==> config.mk <==
export PLATFORM = sky130hd
export DESIGN_NAME = link_upstream_credit_tx_flat
export DESIGN_NICKNAME = d
export VERILOG_FILES = /design/src/rtl/link_upstream_credit_tx_pkg.sv /design/src/rtl/link_upstream_credit_tx_if.sv /design/src/rtl/link_upstream_credit_tx_credit_ctr.sv /design/src/rtl/link_upstream_credit_tx.sv /design/src/flat_wrapper.sv
export SDC_FILE = /design/constraint.sdc
export NUM_CORES = 1
export LEC_CHECK = 0
export CAP_MARGIN = 5
export CORE_MARGIN = 1
export CORE_UTILIZATION = 50
export DETAILED_ROUTE_END_ITERATION = 6
export HOLD_SLACK_MARGIN = 0.05
export MAX_ROUTING_LAYER = met4
export PLACE_DENSITY = 0.87
export SETUP_SLACK_MARGIN = 0.05
export SLEW_MARGIN = 25
export SYNTH_ARGS = -nofsm -noshare
export SYNTH_HDL_FRONTEND = slang
export SYNTH_HIERARCHICAL = 1
export SYNTH_SLANG_ARGS = --single-unit
==> constraint.sdc <==
create_clock -name clk -period 4.4 [get_ports clk]
set_clock_uncertainty 0.15 [all_clocks]
set_input_delay 0.44 -clock clk [delete_from_list [all_inputs] [get_ports clk]]
set_output_delay 0.44 -clock clk [all_outputs]
set_load 0.03 [all_outputs]
==> src/rtl/link_upstream_credit_tx_pkg.sv <==
// Shared types and helpers for the multi-channel upstream credit transmitter.
package link_tx_pkg;

  typedef enum logic [0:0] {
    IDLE,
    SEND
  } tx_state_e;

  // Bit-lane number (in units of CH_W) that channel ch carries during a given beat.
  function automatic int lane_index(input int beat, input int ch, input int num_ch);
    return beat * num_ch + ch;
  endfunction

  function automatic bit params_ok(input int credits, input int beats, input int token_batch);
    return (beats >= 1) && (credits >= beats) && (token_batch <= credits);
  endfunction

endpackage

==> src/rtl/link_upstream_credit_tx_if.sv <==
// Core-side handshake and link-side channel bundle of the upstream transmitter.
interface link_upstream_credit_tx_if #(
  parameter int NUM_CH  = 2,
  parameter int CH_W    = 8,
  parameter int BEATS   = 2,
  parameter int CREDITS = 64
);
  import link_tx_pkg::*;

  localparam int CORE_W = NUM_CH * CH_W * BEATS;
  localparam int CNT_W  = $clog2(CREDITS + 1);

  logic [CORE_W-1:0]      core_data_i;
  logic                   core_valid_i;
  logic                   core_ready_o;
  logic                   link_en_i;
  logic [NUM_CH-1:0]      token_i;
  logic [NUM_CH*CH_W-1:0] io_data_o;
  logic [NUM_CH-1:0]      io_valid_o;
  logic [CNT_W-1:0]       credit_min_o;
  logic                   busy_o;
  logic                   err_o;

  modport master (
    output core_data_i, core_valid_i, link_en_i, token_i,
    input  core_ready_o, io_data_o, io_valid_o, credit_min_o, busy_o, err_o
  );

  modport slave (
    input  core_data_i, core_valid_i, link_en_i, token_i,
    output core_ready_o, io_data_o, io_valid_o, credit_min_o, busy_o, err_o
  );

endinterface

==> src/rtl/link_upstream_credit_tx_credit_ctr.sv <==
// Per-channel saturating credit counter with a sticky overflow flag.
module link_credit_ctr
  import link_tx_pkg::*;
#(
  parameter int CREDITS     = 64,
  parameter int TOKEN_BATCH = 8,
  parameter int BEATS       = 2,
  parameter int CNT_W       = $clog2(CREDITS + 1)
) (
  input  logic             clk,
  input  logic             rst,
  input  logic             consume,
  input  logic             token,
  output logic [CNT_W-1:0] count,
  output logic             overflow
);

  localparam logic [CNT_W:0] FULL   = (CNT_W+1)'(CREDITS);
  localparam logic [CNT_W:0] DEBIT  = (CNT_W+1)'(BEATS);
  localparam logic [CNT_W:0] REFILL = (CNT_W+1)'(TOKEN_BATCH);

  logic [CNT_W:0] sum;

  // One extra bit of headroom so a refill on a full counter is seen as overflow.
  always_comb begin
    sum = {1'b0, count};
    if (consume) sum = sum - DEBIT;
    if (token)   sum = sum + REFILL;
  end

  always_ff @(posedge clk or posedge rst) begin
    if (rst) begin
      count    <= FULL[CNT_W-1:0];
      overflow <= 1'b0;
    end else if (sum > FULL) begin
      count    <= FULL[CNT_W-1:0];
      overflow <= 1'b1;
    end else begin
      count    <= sum[CNT_W-1:0];
    end
  end

endmodule

==> src/rtl/link_upstream_credit_tx.sv <==
// Upstream link transmitter: splits core words into per-channel beats, metered by credits.
module link_upstream_credit_tx
  import link_tx_pkg::*;
#(
  parameter int NUM_CH      = 2,
  parameter int CH_W        = 8,
  parameter int BEATS       = 2,
  parameter int CREDITS     = 64,
  parameter int TOKEN_BATCH = 8
) (
  input logic                     clk,
  input logic                     rst,
  link_upstream_credit_tx_if.slave lnk
);

  localparam int CORE_W = NUM_CH * CH_W * BEATS;
  localparam int LANE_W = NUM_CH * CH_W;
  localparam int CNT_W  = $clog2(CREDITS + 1);
  localparam int BEAT_W = (BEATS > 1) ? $clog2(BEATS) : 1;
  localparam logic [BEAT_W-1:0] BEAT_LAST = BEAT_W'(BEATS - 1);

  if (!params_ok(CREDITS, BEATS, TOKEN_BATCH)) begin : g_param_err
    $error("link_upstream_credit_tx: need BEATS>=1, CREDITS>=BEATS, TOKEN_BATCH<=CREDITS");
  end

  tx_state_e         state;
  logic [BEAT_W-1:0] beat;
  logic [CORE_W-1:0] word_q;
  logic [LANE_W-1:0] io_data_q;
  logic [NUM_CH-1:0] io_valid_q;
  logic              busy_q;

  logic [CNT_W-1:0]  cnt [NUM_CH];
  logic [NUM_CH-1:0] ovf;
  logic [CNT_W-1:0]  credit_min;
  logic              ready;
  logic              accept;

  logic [CORE_W-1:0] src_word;
  logic [BEAT_W-1:0] src_beat;
  logic [LANE_W-1:0] next_lanes;

  for (genvar c = 0; c < NUM_CH; c++) begin : g_ch
    link_credit_ctr #(
      .CREDITS    (CREDITS),
      .TOKEN_BATCH(TOKEN_BATCH),
      .BEATS      (BEATS),
      .CNT_W      (CNT_W)
    ) u_ctr (
      .clk     (clk),
      .rst     (rst),
      .consume (accept),
      .token   (lnk.token_i[c]),
      .count   (cnt[c]),
      .overflow(ovf[c])
    );
  end

  always_comb begin
    credit_min = cnt[0];
    for (int c = 1; c < NUM_CH; c++) begin
      if (cnt[c] < credit_min) credit_min = cnt[c];
    end
  end

  // A new word may start only in the slot where the previous one issues its last beat.
  assign ready  = !rst && lnk.link_en_i && (credit_min >= CNT_W'(BEATS)) &&
                  ((state == IDLE) || ((state == SEND) && (beat == BEAT_LAST)));
  assign accept = ready && lnk.core_valid_i;

  always_comb begin
    src_word   = word_q;
    src_beat   = (beat == BEAT_LAST) ? '0 : beat + 1'b1;
    next_lanes = '0;
    if (accept) begin
      src_word = lnk.core_data_i;
      src_beat = '0;
    end
    for (int c = 0; c < NUM_CH; c++) begin
      next_lanes[c*CH_W +: CH_W] = src_word[lane_index(int'(src_beat), c, NUM_CH)*CH_W +: CH_W];
    end
  end

  always_ff @(posedge clk or posedge rst) begin
    if (rst) begin
      state      <= IDLE;
      beat       <= '0;
      word_q     <= '0;
      io_data_q  <= '0;
      io_valid_q <= '0;
      busy_q     <= 1'b0;
    end else if (accept) begin
      state      <= SEND;
      beat       <= '0;
      word_q     <= lnk.core_data_i;
      io_data_q  <= next_lanes;
      io_valid_q <= '1;
      busy_q     <= 1'b1;
    end else if (state == SEND) begin
      if (beat == BEAT_LAST) begin
        state      <= IDLE;
        io_valid_q <= '0;
        busy_q     <= 1'b0;
      end else begin
        beat      <= beat + 1'b1;
        io_data_q <= next_lanes;
      end
    end
  end

  assign lnk.core_ready_o = ready;
  assign lnk.io_data_o    = io_data_q;
  assign lnk.io_valid_o   = io_valid_q;
  assign lnk.credit_min_o = credit_min;
  assign lnk.busy_o       = busy_q;
  assign lnk.err_o        = |ovf;

endmodule

==> src/flat_wrapper.sv <==
// flat-port wrapper written by rule: the top's interface ports become plain ports
module link_upstream_credit_tx_flat import link_tx_pkg::*;
#(
  parameter int NUM_CH      = 2,
  parameter int CH_W        = 8,
  parameter int BEATS       = 2,
  parameter int CREDITS     = 64,
  parameter int TOKEN_BATCH = 8
)
  (clk, rst, lnk_core_data_i, lnk_core_valid_i, lnk_link_en_i, lnk_token_i, lnk_core_ready_o, lnk_io_data_o, lnk_io_valid_o, lnk_credit_min_o, lnk_busy_o, lnk_err_o);
  link_upstream_credit_tx_if #(.NUM_CH(NUM_CH), .CH_W(CH_W), .BEATS(BEATS), .CREDITS(CREDITS)) lnk_i ();
  input logic clk;
  input logic rst;
  input wire logic [$bits(lnk_i.core_data_i)-1:0] lnk_core_data_i;
  input wire logic [$bits(lnk_i.core_valid_i)-1:0] lnk_core_valid_i;
  input wire logic [$bits(lnk_i.link_en_i)-1:0] lnk_link_en_i;
  input wire logic [$bits(lnk_i.token_i)-1:0] lnk_token_i;
  output wire logic [$bits(lnk_i.core_ready_o)-1:0] lnk_core_ready_o;
  output wire logic [$bits(lnk_i.io_data_o)-1:0] lnk_io_data_o;
  output wire logic [$bits(lnk_i.io_valid_o)-1:0] lnk_io_valid_o;
  output wire logic [$bits(lnk_i.credit_min_o)-1:0] lnk_credit_min_o;
  output wire logic [$bits(lnk_i.busy_o)-1:0] lnk_busy_o;
  output wire logic [$bits(lnk_i.err_o)-1:0] lnk_err_o;
  assign lnk_i.core_data_i = lnk_core_data_i;
  assign lnk_i.core_valid_i = lnk_core_valid_i;
  assign lnk_i.link_en_i = lnk_link_en_i;
  assign lnk_i.token_i = lnk_token_i;
  assign lnk_core_ready_o = lnk_i.core_ready_o;
  assign lnk_io_data_o = lnk_i.io_data_o;
  assign lnk_io_valid_o = lnk_i.io_valid_o;
  assign lnk_credit_min_o = lnk_i.credit_min_o;
  assign lnk_busy_o = lnk_i.busy_o;
  assign lnk_err_o = lnk_i.err_o;
  link_upstream_credit_tx #(.NUM_CH(NUM_CH), .CH_W(CH_W), .BEATS(BEATS), .CREDITS(CREDITS), .TOKEN_BATCH(TOKEN_BATCH)) u_core (.clk(clk), .rst(rst), .lnk(lnk_i));
endmodule
==> out/metrics.yaml, run 1 <==
cts_buffers: 5
drtIter0Drc: 142
cts_setup_buffers: 0
crit_slowest_cell: "xor2_1"
design_area_mm2: 0.00372
grt_max_degree: 36
setup_viol: 0
track_usage_pct: 21.8
cts_tree: "done"
antenna_found_initial: 0
cpPeakStageDelay_ps: 500
fp.coreArea_mm2: 0.00564
rsz0062_at_grt: "no"
drcViolationCount: 0
r2r_slack_ps: 380
cp.required_ps: 4400
grt_pass1_wl_um: 10300
ant_nets: 0
grt_pass1_vias: 2179
cts_root_buf: "clkbuf_8"
fin_cells: 386
run_status: "complete, no violations"
finalPower_mw: 3.15
arrival_ps: 4020
insertion_delay_ps: 290
ctsResizeCount: 0
critPathLaunch: "u_core/g_ch[0].u_ctr/count[2]"
ys_seq_area_share_pct: 41.0
p_per_area_mw_per_mm2: 847
clock_sinks: 49
end_kind: "register"
finalWirelength_um: 5980
syn_to_final_growth_pct: 24.0
dieArea_mm2: 0.00631
p_sw_mw: 1.32
fin_crit_ps: 4020
clk_pin_slew_ps: 80
gp_congestion: 0.961
synth_seq_cells: 49
portBuffers: 64
p_clk_share_pct: 8.9
yosysTopAreaCell: "dfrtp_1"
grt_overflow: 0
p_int_mw: 1.83
ir_drop_mv: 0.584
synthArstFlopShare_pct: 100
die_w_um: 79.4
synth_top_area_share_pct: 39.2
cp-endpoint: "u_core/g_ch[0].u_ctr/count[2]"
timing.slew.headroom_pct: 59.4
htreeDepth: 2
seqPwrFrac_pct: 27.8
dp_cells: 378
path_common_cell: "inv_1"
synth_area_mm2: 0.00300
hold_viol_final: 0
avgRoutedWirePerCell_um: 15.5
fmax_mhz: 249
die_h_um: 79.4
n_fill_cell: 433
avgSynthCellArea_um2: 11.9
synth_edf_count: 0
num_vias: 2101
cp_max_fo: 20
dp_slack_ps: 428
nNetsFinal: 359
synthCells: 251
clockBufferDepth: 2
worst-r2r-cell-count: 12
slew_viol_final: 0
syn-num-nets: 297
ios: 66
finalCritPeriodShare_pct: 91.4
fin_tns_setup_ps: 0
reg2reg_from: "u_core/g_ch[0].u_ctr/count[2]"
tightest_slew_ps: 609
synth.distinct_cells: 44
leakagePower_nw: 1.66
crit_chain: "inv_1 -> ha_1 -> a21oi_1 -> o21ai_0 -> a21oi_2 -> mux2_8 -> inv_1 -> and4bb_2 -> xnor2_1 -> or3_4 -> xor2_1 -> a211oi_1"
initial_core_util_pct: 53.1
yosys_warnings: 6
setup_ws_ps: 380
hold_class: "in2async"
place_area_mm2: 0.00361
start_kind: "register"
cts_hold_buf: 0
critPathKind: "reg2reg"
combPwrFrac_pct: 63.4
first_pass_iters: 4
placementRows: 27
dp_hpwl_um: 4550
avgViaCountPerCell: 5.44
drive_gt1_share_pct: 26.1
synth_ff_type: "dfrtp_1"
yosys-top-cells-area: "dfrtp_1 (39%), mux2_4 (15%), mux2_2 (8.6%)"
diodes: 0
switching_share_pct: 41.9
cap_violations: 0
rr_endpoint: "u_core/g_ch[0].u_ctr/count[2]"
[routing by layer]
metal	global-route usage (%)	up-vias	routed length, um
li1	-	1008	-
met1	28.3	1007	2730
met2	34.3	79	2850
met4	6.36	0	70
met5	-	-	0
met3	4.69	7	338
[Yosys cell counts (2+ instances only)]
master	count
dfrtp_1	47
mux2_4	30
mux2_2	23
nand2_1	20
inv_1	14
o21ai_0	10
ha_1	8
nor3_1	8
nor2_1	7
buf_4	6
xnor2_1	6
a21oi_1	5
a211o_1	4
a211oi_1	4
buf_12	4
nand3_1	4
nor4b_2	4
xor2_1	4
nor4_1	3
o21a_1	3
a21boi_1	2
a31o_2	2
a31oi_1	2
and3b_1	2
and4bb_2	2
clkbuf_1	2
conb_1	2
dfstp_2	2
nand4b_1	2
nor3b_1	2
o21ai_1	2
or2_1	2
or3_4	2
[state kept, by name, indices dropped and copies added (netlist names)]
register	count
u_core/lnk.io_data_o	16
u_core/word_q	16
u_core/g_ch.u_ctr/count	12
u_core/g_ch.u_ctr/overflow	2
u_core/beat	1
u_core/lnk.io_valid_o	1
u_core/state	1
[power groups by stage]
stage          sequential, mW  clock (mW)  combinational (mW)
3_3_place_gp            0.867           0                1.93
4_1_cts                 0.872       0.289                1.99
2_1_floorplan           0.982           0                1.40
5_1_grt                 0.906       0.313                2.14
6_report                0.874       0.279                2.00
3_5_place_dp            0.873           0                1.99
[final cells by class]
cell class              instances  area (um2)  share of cell area [%]
multi-input cells             175        1570                    42.3
clock inverters                 1        5.00                   0.135
inverters                      14        52.6                    1.41
clock buffers                   7        96.3                    2.59
flip-flops and latches         49        1230                    33.1
repair buffers                 68         671                    18.0
well taps                      72        90.1                    2.42
[cells by family after synthesis]
| kind of cell | synth area share, % |
|---|---|
| XOR/XNOR | 2.92 |
| multiplexers | 24.5 |
| buffers and inverters | 6.55 |
| other | 0.251 |
| AND/OR/NAND/NOR | 13.5 |
| adder cells (fa/ha/maj) | 3.34 |
| flip-flops | 41.0 |
| AO/OA/AOI/OAI | 7.89 |
[layout by cell type, fill, tap and decap left out, types with 2 or more instances in the layout]
cell type	synthesis	final
clkbuf_8	0	7
xnor2_1	6	6
clkdlybuf4s50_1	0	64
mux2_2	23	23
o21ai_1	2	2
or2_1	2	2
a211o_1	4	4
a31o_2	2	2
nor3b_1	2	2
nor4b_2	4	4
a211oi_1	4	4
mux2_4	30	30
nor3_1	8	8
conb_1	2	2
a21oi_1	5	5
ha_1	8	8
o21ai_0	10	10
buf_4	6	4
o21a_1	3	3
nand4b_1	2	2
inv_1	14	14
nand3_1	4	4
dfrtp_1	47	47
a21boi_1	2	2
and4bb_2	2	2
a31oi_1	2	2
nand2_1	20	20
dfstp_2	2	2
or3_4	2	2
and3b_1	2	2
nor2_1	7	7
xor2_1	4	4
nor4_1	3	3
[worst min-delay path by stage]
stage / slack [ps] / cells past startpoint / start / to
2_1_floorplan: 90 / 1 / rst / u_core/g_ch[0].u_ctr/count[1]
3_3_place_gp: 300 / 1 / u_core/g_ch[1].u_ctr/overflow / u_core/g_ch[1].u_ctr/overflow
3_5_place_dp: 310 / 1 / u_core/g_ch[1].u_ctr/overflow / u_core/g_ch[1].u_ctr/overflow
4_1_cts: 330 / 2 / rst / u_core/g_ch[1].u_ctr/count[5]
5_1_grt: 350 / 2 / rst / u_core/g_ch[0].u_ctr/count[1]
6_report: 330 / 2 / rst / u_core/g_ch[1].u_ctr/count[4]
[per-stage QoR]
stage | hold WS, ps | utilization [%]
after detailed placement | 310 | 64.1
after floorplan | 92.7 | -
after global placement | 299 | 64.1
after CTS | 329 | 65.9
final | 327 | 65.9
after global routing | 349 | 65.9
[critical path: cells and delay by family (launching register included)]
kind                     cells  cell delay [ps]
AO/OA/AOI/OAI                4              660
XOR/XNOR                     2              620
adder cells (fa/ha/maj)      1              310
buffers and inverters        2              510
flip-flops                   1              470
multiplexers                 1              380
AND/OR/NAND/NOR              2              770
No activity file was read; power rests on OpenSTA's default activity.
==> inputs of run 2 (changes only) <==
--- a/config.mk
+++ b/config.mk
@@ -7,11 +7,13 @@
 export LEC_CHECK = 0
 export CAP_MARGIN = 5
 export CORE_MARGIN = 1
-export CORE_UTILIZATION = 50
+export CORE_UTILIZATION = 52
+export CTS_BUF_LIST = sky130_fd_sc_hd__clkbuf_8
 export DETAILED_ROUTE_END_ITERATION = 6
+export GPL_TIMING_DRIVEN = 0
 export HOLD_SLACK_MARGIN = 0.05
 export MAX_ROUTING_LAYER = met4
-export PLACE_DENSITY = 0.87
+export PLACE_DENSITY = 0.82
 export SETUP_SLACK_MARGIN = 0.05
 export SLEW_MARGIN = 25
 export SYNTH_ARGS = -nofsm -noshare
==> run 2 against run 1 <==
Against the previous run:
- combinational power up 3%
- routed wire length down 2.4%
- die area down 3.7%
- sequential cell count unchanged
- via count up 1.9%
==> out/metrics.yaml, run 2 (synthesized netlist as in run 1, its figures left out) <==
gp_congestion: 0.843  # -12%
n_fill_cell: 408  # -5.8%
fin_crit_ps: 4060  # +37.3 ps
fin_tns_setup_ps: 0  # unchanged
tightest_slew_ps: 575  # -34.4 ps
setup_viol: 0  # unchanged
clock_sinks: 49  # unchanged
timing.slew.headroom_pct: 61.7  # +2.3 points
hold_viol_final: 0  # unchanged
setup_ws_ps: 343  # -37.3 ps
ff_latch_area_mm2: 0.00123  # unchanged
p_per_area_mw_per_mm2: 845  # -0.22%
cts_root_buf: "clkbuf_8"
grt_pass1_vias: 2151  # -1.3%
ios: 66  # unchanged
avgViaCountPerCell: 5.42  # -0.42%
num_vias: 2141  # +1.9%
insertion_delay_ps: 300  # about the same
grt_pass1_wl_um: 9900  # -3.9%
finalWirelength_um: 5840  # -2.4%
avgRoutedWirePerCell_um: 14.8  # -4.6%
fin_cells: 395  # +2.3%
drcViolationCount: 0  # unchanged
finalCritPeriodShare_pct: 92.2  # +0.85 points
clockBufferDepth: 2  # unchanged
cts_hold_buf: 0  # unchanged
critPathKind: "reg2reg"
portBuffers: 64  # unchanged
dieArea_mm2: 0.00607  # -3.7%
drive_gt1_share_pct: 28.2  # +2.1 points
utilization_pct: 69.6  # +3.8 points
diodes: 0  # unchanged
place_area_mm2: 0.00373  # +3.1%
cp.required_ps: 4400  # about the same
ctsResizeCount: 0  # unchanged
multi_input_area_mm2: 0.00158  # +0.48%
hold_class: "reg2reg"
end_kind: "register"
fmax_mhz: 246  # -0.92%
ir_drop_mv: 0.483  # -17%
rsz0062_at_grt: "no"
final_common_cell: "clkdlybuf4s50_1"
hold_ws_ps: 318  # -9.09 ps
cp_max_fo: 10  # -50%
dp_slack_ps: -84.3  # -512 ps
arrival_ps: 4060  # +40 ps
track_usage_pct: 21.2  # -0.55 points
cap_violations: 0  # unchanged
grt_overflow: 0  # unchanged
mostFrequentLayoutCells: "clkdlybuf4s50_1 (64), dfrtp_1 (47), mux2_4 (30)"
cts_tree: "done"
dp_cells: 387  # +2.4%
clk_pin_slew_ps: 90  # about the same
design_area_mm2: 0.00386  # +3.8%
leakagePower_nw: 1.73  # +4.1%
htreeDepth: 2  # unchanged
die_h_um: 77.9  # -1.9%
syn_to_final_growth_pct: 28.7
finalPower_mw: 3.26  # +3.6%
antenna_found_initial: 0  # unchanged
initial_core_util_pct: 54.1  # +0.97 points
die_w_um: 77.9  # -1.9%
placementRows: 27  # unchanged
ant_nets: 0  # unchanged
dp_hpwl_um: 4480  # -1.5%
cts_setup_buffers: 0  # unchanged
fp.coreArea_mm2: 0.00554  # -1.8%
start_kind: "register"
first_pass_iters: 4  # unchanged
nNetsFinal: 368  # +2.5%
grt_max_degree: 37  # +2.8%
drtIter0Drc: 37  # -74%
slew_viol_final: 0  # unchanged
cts_buffers: 5  # unchanged
run_status: "complete, no violations"
[run 2: layout make-up]
cell class                      count  area share (%)
Buffer                             13            3.73
Clock buffer                        6            2.14
Clock inverter                      2           0.973
Inverter                           14            1.43
Multi-Input combinational cell    175            41.0
Sequential cell                    49            31.8
Tap cell                           72            2.33
Timing Repair Buffer               64            16.6
[run 2: power breakdown]
group	leakage, nW	switching [mW]	internal (mW)	total (mW)
combinational	1.08	0.991	1.07	2.06
sequential	0.589	0.193	0.678	0.871
clock	0.0574	0.146	0.185	0.331
[run 2: routing by layer]
layer,global-route usage (%),wire length [um]
met5,-,0
met4,4.81,60
met3,4.47,378
met2,36.3,2830
met1,25.9,2570
[run 2: final timing paths]
check / startpoint / endpoint / slack (ps) / cells after the start
setup / recovery: u_core/g_ch[0].u_ctr/count[6] / u_core/g_ch[0].u_ctr/count[2] / 340 / 14
hold / removal: u_core/g_ch[1].u_ctr/overflow / u_core/g_ch[1].u_ctr/overflow / 320 / 1
min in group asynchronous: rst / u_core/g_ch[1].u_ctr/overflow / 340 / 2
max in group asynchronous: rst / u_core/lnk.io_data_o[8] / 3370 / 2
hold reg to reg: u_core/g_ch[1].u_ctr/overflow / u_core/g_ch[1].u_ctr/overflow / 320 / 1
setup reg to reg: u_core/g_ch[0].u_ctr/count[6] / u_core/g_ch[0].u_ctr/count[2] / 340 / 14
[run 2: worst max-delay path: stages (launching register included)]
cell and delay (ps):
dfstp_2 570, inv_1 80, ha_1 300, a21oi_1 140, o21ai_0 110, a21oi_2 310, mux2_8 470, buf_12 170
inv_1 60, buf_4 160, and4bb_2 280, xnor2_1 100, or3_4 420, xor2_1 470, a211oi_1 140
==> inputs of run 3 (changes only) <==
--- a/config.mk
+++ b/config.mk
@@ -20,3 +20,4 @@
 export SYNTH_HDL_FRONTEND = slang
 export SYNTH_HIERARCHICAL = 1
 export SYNTH_SLANG_ARGS = --single-unit
+export TNS_END_PERCENT = 1
==> results of run 3 <==
No change in the layout: final DEF, timing and power equal those of run 2.
